--- config.mk ---
export PLATFORM = sky130hd
export DESIGN_NAME = updn_cntr_mod
export DESIGN_NICKNAME = d
export VERILOG_FILES = /design/src/rtl/updn_cntr_pkg.sv /design/src/rtl/updn_nxt_calc.sv /design/src/rtl/updn_cntr_mod.sv
export SDC_FILE = /design/constraint.sdc
export NUM_CORES = 1
export LEC_CHECK = 0
export BUFFER_PORTS_ARGS = -buffer_cell sky130_fd_sc_hd__buf_4
export CAP_MARGIN = 20
export CORE_MARGIN = 3
export CORE_UTILIZATION = 50
export DETAILED_ROUTE_END_ITERATION = 10
export PLACE_DENSITY = 0.81
export SLEW_MARGIN = 20
export SYNTH_ARGS = -nofsm -noshare
export SYNTH_HDL_FRONTEND = slang
export SYNTH_SLANG_ARGS = --single-unit
--- constraint.sdc ---
create_clock -name clk -period 3.38 [get_ports clk]
set_input_delay 0.169 -clock clk [delete_from_list [all_inputs] [get_ports clk]]
set_output_delay 0.169 -clock clk [all_outputs]
set_load 0.005 [all_outputs]
--- src/rtl/updn_cntr_pkg.sv ---
// updn_cntr_pkg: shared mode type and width helpers for the
// parametrised up/down counter (updn_cntr_mod, updn_nxt_calc).
package updn_cntr_pkg;

  typedef enum logic {
    CNT_WRAP = 1'b0,
    CNT_SAT  = 1'b1
  } cnt_mode_t;

  localparam int CNT_EXT_W = 1;

  function automatic int cnt_iw(input int width);
    return width + CNT_EXT_W;
  endfunction

  function automatic int cnt_max(input int modulus);
    return modulus - 1;
  endfunction

  function automatic cnt_mode_t mode_dec(input logic sat);
    return sat ? CNT_SAT : CNT_WRAP;
  endfunction

endpackage

--- src/rtl/updn_nxt_calc.sv ---
// updn_nxt_calc: combinational next count and overflow/underflow
// events for one enabled step of the modulo-MOD counter.
module updn_nxt_calc
  import updn_cntr_pkg::*;
#(
  parameter int WIDTH  = 4,
  parameter int MOD    = 10,
  parameter int STEP_W = 2
) (
  input  logic [WIDTH-1:0]  cnt_i,
  input  logic [STEP_W-1:0] step_i,
  input  logic              up_i,
  input  cnt_mode_t         mode_i,
  output logic [WIDTH-1:0]  nxt_o,
  output logic              ovf_o,
  output logic              unf_o
);

  localparam int IW = cnt_iw(WIDTH);
  localparam logic [IW-1:0] MOD_X = IW'(MOD);
  localparam logic [IW-1:0] MAX_X = IW'(cnt_max(MOD));

  logic [IW-1:0] cnt_x;
  logic [IW-1:0] step_x;
  logic [IW-1:0] sum_x;
  logic [IW-1:0] wrp_x;
  logic [IW-1:0] nxt_x;

  assign cnt_x  = {1'b0, cnt_i};
  assign step_x = {{(IW-STEP_W){1'b0}}, step_i};
  assign sum_x  = cnt_x + step_x;
  // Adding MOD before subtracting keeps the down-wrap non-negative.
  assign wrp_x  = cnt_x + MOD_X - step_x;

  always_comb begin
    nxt_x = cnt_x;
    ovf_o = 1'b0;
    unf_o = 1'b0;
    if (up_i) begin
      if (sum_x > MAX_X) begin
        ovf_o = 1'b1;
        nxt_x = (mode_i == CNT_SAT) ? MAX_X : sum_x - MOD_X;
      end else begin
        nxt_x = sum_x;
      end
    end else begin
      if (step_x > cnt_x) begin
        unf_o = 1'b1;
        nxt_x = (mode_i == CNT_SAT) ? '0 : wrp_x;
      end else begin
        nxt_x = cnt_x - step_x;
      end
    end
  end

  assign nxt_o = WIDTH'(nxt_x);

endmodule

--- src/rtl/updn_cntr_mod.sv ---
// updn_cntr_mod: modulo-MOD up/down counter with step, load, wrap/sat
// and registered ovf/unf pulses; UPDN_STS_STICKY_EN adds sticky status.
module updn_cntr_mod
  import updn_cntr_pkg::*;
#(
  parameter int WIDTH  = 4,
  parameter int MOD    = 10,
  parameter int STEP_W = 2
) (
  input  logic              clk,
  input  logic              rst_n,
  input  logic              en,
  input  logic              up_dwn_n,
  input  logic [STEP_W-1:0] step,
  input  logic              sat,
  input  logic              ld,
  input  logic [WIDTH-1:0]  ld_val,
  output logic [WIDTH-1:0]  cnt,
  output logic              ovf,
  output logic              unf,
  output logic              at_max,
  output logic              at_min
`ifdef UPDN_STS_STICKY_EN
  ,
  input  logic              clr_sts,
  output logic              ovf_sts,
  output logic              unf_sts
`endif
);

  localparam int IW = cnt_iw(WIDTH);
  localparam logic [IW-1:0]    MOD_X = IW'(MOD);
  localparam logic [WIDTH-1:0] MAX_W = WIDTH'(cnt_max(MOD));

  logic [WIDTH-1:0] cnt_q, cnt_d;
  logic             ovf_q, ovf_d;
  logic             unf_q, unf_d;
  logic [WIDTH-1:0] nxt_cnt;
  logic             ovf_ev;
  logic             unf_ev;
  logic [WIDTH-1:0] ld_cl;
  cnt_mode_t        mode;

  assign mode  = mode_dec(sat);
  assign ld_cl = ({1'b0, ld_val} < MOD_X) ? ld_val : MAX_W;

  updn_nxt_calc #(
    .WIDTH  (WIDTH),
    .MOD    (MOD),
    .STEP_W (STEP_W)
  ) u_nxt (
    .cnt_i  (cnt_q),
    .step_i (step),
    .up_i   (up_dwn_n),
    .mode_i (mode),
    .nxt_o  (nxt_cnt),
    .ovf_o  (ovf_ev),
    .unf_o  (unf_ev)
  );

  always_comb begin
    cnt_d = cnt_q;
    ovf_d = 1'b0;
    unf_d = 1'b0;
    unique case (1'b1)
      !rst_n: begin
        cnt_d = '0;
      end
      rst_n && ld: begin
        cnt_d = ld_cl;
      end
      rst_n && !ld && en: begin
        cnt_d = nxt_cnt;
        ovf_d = ovf_ev;
        unf_d = unf_ev;
      end
      default: ;
    endcase
  end

  always_ff @(posedge clk) begin
    cnt_q <= cnt_d;
    ovf_q <= ovf_d;
    unf_q <= unf_d;
  end

  assign cnt    = cnt_q;
  assign ovf    = ovf_q;
  assign unf    = unf_q;
  assign at_max = (cnt_q == MAX_W);
  assign at_min = (cnt_q == '0);

`ifdef UPDN_STS_STICKY_EN
  logic ovf_sts_q, ovf_sts_d;
  logic unf_sts_q, unf_sts_d;

  // A new event outranks a same-cycle clear.
  always_comb begin
    ovf_sts_d = ovf_d | (ovf_sts_q & ~clr_sts);
    unf_sts_d = unf_d | (unf_sts_q & ~clr_sts);
    if (!rst_n) begin
      ovf_sts_d = 1'b0;
      unf_sts_d = 1'b0;
    end
  end

  always_ff @(posedge clk) begin
    ovf_sts_q <= ovf_sts_d;
    unf_sts_q <= unf_sts_d;
  end

  assign ovf_sts = ovf_sts_q;
  assign unf_sts = unf_sts_q;
`endif

endmodule

==> results.json, run 1 <==
{
  "start_util": 0.5632,
  "final-instance-count-excl-fill": 122,
  "setup_tns_ns": 0,
  "cts_setup_buffers": 0,
  "p_leak_nw": 0.4380,
  "detailedPlace.worstSlack_ns": 0.7580,
  "layout_commonest_cell": "sky130_fd_sc_hd__buf_4",
  "achievable-frequency_mhz": 370.6,
  "reg2reg_depth": 8,
  "ir_drop_v": 0.0001608,
  "timing_max_transition_violations_final": 0,
  "synth.yosys.warnings": 0,
  "power.density_mw_per_mm2": 320.1,
  "r2r-end": "cnt[1]",
  "gr-usage-all-layers": 0.1944,
  "clock-sinks": 6,
  "critPathMaxFanout": 5,
  "worst_setup_path_type": "flop to flop",
  "timing.clock.skew_ns": 0.01425,
  "route.final.wire_length_um": 1738,
  "floorplan.io_pins": 20,
  "overall_power_mw": 0.3052,
  "placed_cells": 118,
  "worstPathCellList": "ha_1 > inv_1 > fa_1 > xor2_1 > ha_1 > a222oi_1 > nor2_1 > o41ai_1",
  "postSynthRegisterBits": 6,
  "multi_input_comb_area_um2": 564.3,
  "ctsResizeCount": 0,
  "regArea_um2": 160.2,
  "area.growth.synth_to_final_pct": 23.90,
  "worst_path_most_repeated_cell": "sky130_fd_sc_hd__ha_1",
  "number_of_antenna_violations_at_the_first_check_in_global_routing": 0,
  "post-route-cell-area_um2": 953.4,
  "slack_of_the_critical_path_ns": 0.6818,
  "max_clock_buf_depth": 2,
  "route.detailed.drc": 0,
  "row_count": 13,
  "worst_hold_startpoint": "up_dwn_n",
  "maxCapViolCount": 0,
  "layout.nets": 133,
  "portBuffers": 19,
  "mostFrequentLayoutCells": "sky130_fd_sc_hd__buf_4 (19), sky130_fd_sc_hd__inv_1 (10), sky130_fd_sc_hd__ha_1 (10)",
  "clock_insertion_delay_worst_skew_ns": 0.24,
  "timing.max_slew.rel_slack": 0.6646,
  "fillers": 111,
  "clk_pin_slew_ns": 0.05,
  "fin_crit_ns": 2.698,
  "vias_in_the_first_global_route": 709,
  "dr_total_vias": 716,
  "postSynthAreaPerCell_um2": 9.053,
  "placement.cell_area_um2": 927.1,
  "finalCritPeriodShare": 0.7983,
  "timing.reg2reg.setup_slack_ns": 0.68,
  "cts-hold-fix-buffers": 0,
  "element_type_at_the_critical_path_end": "flop",
  "final_core_utilization": 0.6978,
  "cpMaxStageDelayCell": "sky130_fd_sc_hd__a222oi_1",
  "critical_path_required_ns": 3.42,
  "num_antenna_cells": 0,
  "hold_depth": 2,
  "die_y_um": 45.23,
  "fp.dieArea_mm2": 0.002046,
  "post_synth_num_cell_types": 40,
  "setup_viol": 0,
  "gr-total-overflow": 0,
  "drt_iter0_markers": 21,
  "outcome": "finished clean",
  "dr.pass1.iters": 4,
  "share_of_the_yosys_chip_area_belonging_to_registers": 0.2081,
  "rsz0062_at_grt": "false",
  "post_drt_via_cell_ratio": 5.869,
  "grt_pass1_wl_um": 2973,
  "avgRoutedWirePerCell_um": 14.25,
  "fin_worst_hold_slack_ns": 0.1387,
  "worst_hold_path.endpoint": "unf",
  "htree_num_levels": 1,
  "tritoncts": "done",
  "worstHoldPathType": "input port to flop",
  "worstSetupStartpointType": "flop",
  "synthCells": 85,
  "syn_nets": 110,
  "timing.critical_path.slowest_cell_delay_ns": 0.50,
  "place_congestion": 0.7735,
  "grt_start_max_net_pins": 10,
  "cts_root_buffer": "sky130_fd_sc_hd__clkbuf_4",
  "detailedPlacementHpwl_um": 1498,
  "antenna_left": 0,
  "regToRegStartpoint": "cnt[0]",
  "cts_buffers": 3,
  "post_route_cells_drive_above_1_share": 0.2523,
  "worst-endpoint-arrival_ns": 2.74,
  "die_width_um": 45.23,
  "syn-cell-area_um2": 769.5,
  "tightestPinTransition_ns": 0.5031,
  "coreArea_mm2": 0.001366,
  "number_of_hold_violations_in_the_final_report": 0
}
critical path: cells and delay by family (launching register included):
family	cells	cell delay [ns]
xor+xnor	1	0.20
flops	1	0.41
simple gates	1	0.14
buf+inv	1	0.08
fa+ha+maj	3	0.87
compound gates	2	0.79
registers in the layout (all words and copies together) (netlist names):
register  flops
ovf           1
cnt           4
unf           1
routing by layer:
layer,share of wire,vias to the layer above,global-route usage
met2,0.50,24,0.3390
met3,0.040,0,0.01992
li1,-,361,-
met4,0,0,0.03509
met5,0,-,0
met1,0.46,331,0.2598
worst max-delay path by stage:
| stage | end | cells past startpoint | startpoint | slack [ns] |
|---|---|---|---|---|
| floorplan | cnt[1] | 8 | cnt[0] | 0.98 |
| CTS | cnt[1] | 8 | cnt[0] | 0.75 |
| global route | cnt[1] | 8 | cnt[0] | 0.47 |
| finish | cnt[1] | 8 | cnt[0] | 0.68 |
| detailed placement | cnt[1] | 8 | cnt[0] | 0.76 |
| global placement | cnt[2] | 8 | cnt[0] | 0.87 |
final cells by class:
class	count	share of cell area
multi-input combinational	67	0.5919
sequential	6	0.1680
timing repair buffer	19	0.1496
inverter	11	0.04331
clock buffer	4	0.02756
tap	15	0.01969
where the power goes:
| group | switching, mW | internal, mW | leakage (nW) |
|---|---|---|---|
| Sequential | 0.00892 | 0.0850 | 0.0618 |
| Combinational | 0.0765 | 0.0651 | 0.361 |
| Clock | 0.0251 | 0.0446 | 0.0150 |
cell families after synthesis:
group,synth area share
mux,0.01301
compound gates,0.2618
flops,0.2081
buf+inv,0.05853
fa+ha+maj,0.2407
xor+xnor,0.03415
simple gates,0.1838
synthesized netlist by cell type:
cell type	n	area [um^2]
sky130_fd_sc_hd__or3_1	1	6.260
sky130_fd_sc_hd__o211ai_1	3	22.52
sky130_fd_sc_hd__or4_1	1	7.510
sky130_fd_sc_hd__nor2_1	7	26.28
sky130_fd_sc_hd__xor2_1	2	17.52
sky130_fd_sc_hd__fa_1	3	60.06
sky130_fd_sc_hd__nand2_1	5	18.77
sky130_fd_sc_hd__nor3b_1	1	7.510
sky130_fd_sc_hd__o21bai_1	2	15.01
sky130_fd_sc_hd__a31oi_1	2	12.51
sky130_fd_sc_hd__inv_2	1	3.750
sky130_fd_sc_hd__o311ai_4	1	26.28
sky130_fd_sc_hd__xnor2_1	1	8.760
sky130_fd_sc_hd__o21ai_0	2	10.01
sky130_fd_sc_hd__ha_1	10	125.1
sky130_fd_sc_hd__o31ai_1	1	7.510
sky130_fd_sc_hd__dfxtp_1	2	40.04
sky130_fd_sc_hd__mux2i_1	1	10.01
sky130_fd_sc_hd__inv_1	10	37.54
sky130_fd_sc_hd__nor3_1	4	20.02
sky130_fd_sc_hd__nor2b_1	2	12.51
sky130_fd_sc_hd__o211ai_2	1	12.51
sky130_fd_sc_hd__nand3b_1	1	7.510
sky130_fd_sc_hd__edfxtp_1	4	120.1
sky130_fd_sc_hd__and3b_1	1	8.760
sky130_fd_sc_hd__o41a_2	1	12.51
sky130_fd_sc_hd__nand2b_1	1	6.260
sky130_fd_sc_hd__o21a_1	1	7.510
sky130_fd_sc_hd__a21oi_1	1	5.000
sky130_fd_sc_hd__nand3_1	1	5.000
sky130_fd_sc_hd__a222oi_1	1	10.01
sky130_fd_sc_hd__and3_1	1	6.260
sky130_fd_sc_hd__o221ai_1	1	8.760
sky130_fd_sc_hd__a22oi_1	2	15.01
sky130_fd_sc_hd__or3b_2	1	8.760
sky130_fd_sc_hd__o41ai_1	1	8.760
sky130_fd_sc_hd__a211oi_1	1	7.510
sky130_fd_sc_hd__o311a_1	1	10.01
sky130_fd_sc_hd__a32o_1	1	10.01
sky130_fd_sc_hd__clkbuf_1	1	3.750
Power figures use the tool's default switching activity.
==> run 2: changes to the inputs <==
clock period = 2.75 ns   (was 3.38 ns; I/O delays follow)
==> results.json, run 2 (same netlist as run 1, synthesis figures left out) <==
{
  "final-instance-count-excl-fill": 123,
  "placed_cells": 118,
  "gr-usage-all-layers": 0.1944,
  "critical_path_required_ns": 2.79,
  "grt_start_max_net_pins": 10,
  "htree_num_levels": 1,
  "placement.cell_area_um2": 927.1,
  "reg2reg_depth": 9,
  "detailedPlacementHpwl_um": 1498,
  "vias_in_the_first_global_route": 709,
  "place_congestion": 0.7735,
  "clock-sinks": 6,
  "layout.nets": 134,
  "ctsResizeCount": 0,
  "setup_viol": 0,
  "finalCritPeriodShare": 0.9824,
  "cts_root_buffer": "sky130_fd_sc_hd__clkbuf_4",
  "maxCapViolCount": 0,
  "outcome": "finished clean",
  "antenna_left": 0,
  "timing.max_slew.rel_slack": 0.7476,
  "element_type_at_the_critical_path_end": "flop",
  "floorplan.io_pins": 20,
  "clock_insertion_delay_worst_skew_ns": 0.24,
  "multi_input_comb_area_um2": 564.3,
  "achievable-frequency_mhz": 370.2,
  "row_count": 13,
  "post-route-cell-area_um2": 960.9,
  "max_clock_buf_depth": 2,
  "layout_commonest_cell": "sky130_fd_sc_hd__buf_4",
  "drt_iter0_markers": 25,
  "post_route_cells_drive_above_1_share": 0.2593,
  "portBuffers": 19,
  "ir_drop_v": 0.0001976,
  "worst-endpoint-arrival_ns": 2.74,
  "start_util": 0.5632,
  "dr.pass1.iters": 5,
  "dr_total_vias": 733,
  "fp.dieArea_mm2": 0.002046,
  "timing_max_transition_violations_final": 0,
  "slack_of_the_critical_path_ns": 0.04846,
  "cts_buffers": 3,
  "post_drt_via_cell_ratio": 5.959,
  "num_antenna_cells": 0,
  "tightestPinTransition_ns": 0.3786,
  "die_width_um": 45.23,
  "overall_power_mw": 0.3798,
  "detailedPlace.worstSlack_ns": 0.1280,
  "fillers": 110,
  "route.final.wire_length_um": 1815,
  "timing.clock.skew_ns": 0.01493,
  "coreArea_mm2": 0.001366,
  "route.detailed.drc": 0,
  "clk_pin_slew_ns": 0.05,
  "gr-total-overflow": 0,
  "critPathMaxFanout": 5,
  "worstSetupStartpointType": "flop",
  "worst_setup_path_type": "flop to flop",
  "power.density_mw_per_mm2": 395.3,
  "fin_crit_ns": 2.702,
  "worstHoldPathType": "input port to flop",
  "avgRoutedWirePerCell_um": 14.76,
  "largest_reg_flops": 4,
  "number_of_antenna_violations_at_the_first_check_in_global_routing": 0,
  "cts-hold-fix-buffers": 0,
  "final_core_utilization": 0.7033,
  "grt_pass1_wl_um": 2973,
  "tritoncts": "done",
  "die_y_um": 45.23,
  "hold_depth": 2,
  "area.growth.synth_to_final_pct": 24.88,
  "regArea_um2": 160.2,
  "mostFrequentLayoutCells": "sky130_fd_sc_hd__buf_4 (20), sky130_fd_sc_hd__inv_1 (10), sky130_fd_sc_hd__ha_1 (10)",
  "number_of_hold_violations_in_the_final_report": 0,
  "p_leak_nw": 0.4432
}
==> run 2: cell count changes in the layout (fill, tap and decap cells not counted), sizes merged <==
cell	previous run	this run
buf	19	20
==> run 2: power breakdown <==
| part | internal (mW) | switching, mW |
|---|---|---|
| Clock | 0.0549 | 0.0306 |
| Combinational | 0.0827 | 0.0962 |
| Sequential | 0.104 | 0.0110 |
==> run 2: layout make-up <==
| cell class | count | area share |
|---|---|---|
| Clock buffer | 4 | 0.02734 |
| Sequential cell | 6 | 0.1667 |
| Multi-Input combinational cell | 67 | 0.5872 |
| Timing Repair Buffer | 20 | 0.1562 |
| Inverter | 11 | 0.04297 |
| Tap cell | 15 | 0.01953 |
==> run 2: through the flow <==
stage	setup TNS [ns]	hold slack, ns
after detailed placement	0	0.3435
final	0	0.1106
after global routing	-0.1487	0.1103
after CTS	0	0.1011
after global placement	0	0.3454
after floorplan	0	0.2168
==> run 2: final timing paths <==
kind	startpoint	to	slack [ns]
setup / recovery	cnt[0]	cnt[1]	0.05
hold / removal	up_dwn_n	unf	0.11
setup reg to reg	cnt[0]	cnt[1]	0.05
hold reg to reg	cnt[1]	cnt[3]	1.08
==> run 2: layer usage <==
metal  up-vias  track usage  wire length (um)
met5         -            0                 0
met4         0      0.03509                 0
met3         0      0.01992               111
met2        32       0.3390               926
met1       337       0.2598               778
li1        364            -                 -
==> run 2: repair_timing <==
item                                    CTS  global route
endpoints found under the setup margin    0             3
setup buffers                             0             1
hold endpoints to repair                  0             0
==> run 2: critical path, stage by stage (launching register included) <==
cell	delay [ns]
sky130_fd_sc_hd__edfxtp_1	0.41
sky130_fd_sc_hd__ha_1	0.18
sky130_fd_sc_hd__inv_1	0.08
sky130_fd_sc_hd__fa_1	0.44
sky130_fd_sc_hd__xor2_1	0.20
sky130_fd_sc_hd__ha_1	0.26
sky130_fd_sc_hd__a222oi_1	0.39
sky130_fd_sc_hd__buf_4	0.19
sky130_fd_sc_hd__nor2_1	0.06
sky130_fd_sc_hd__o41ai_1	0.28
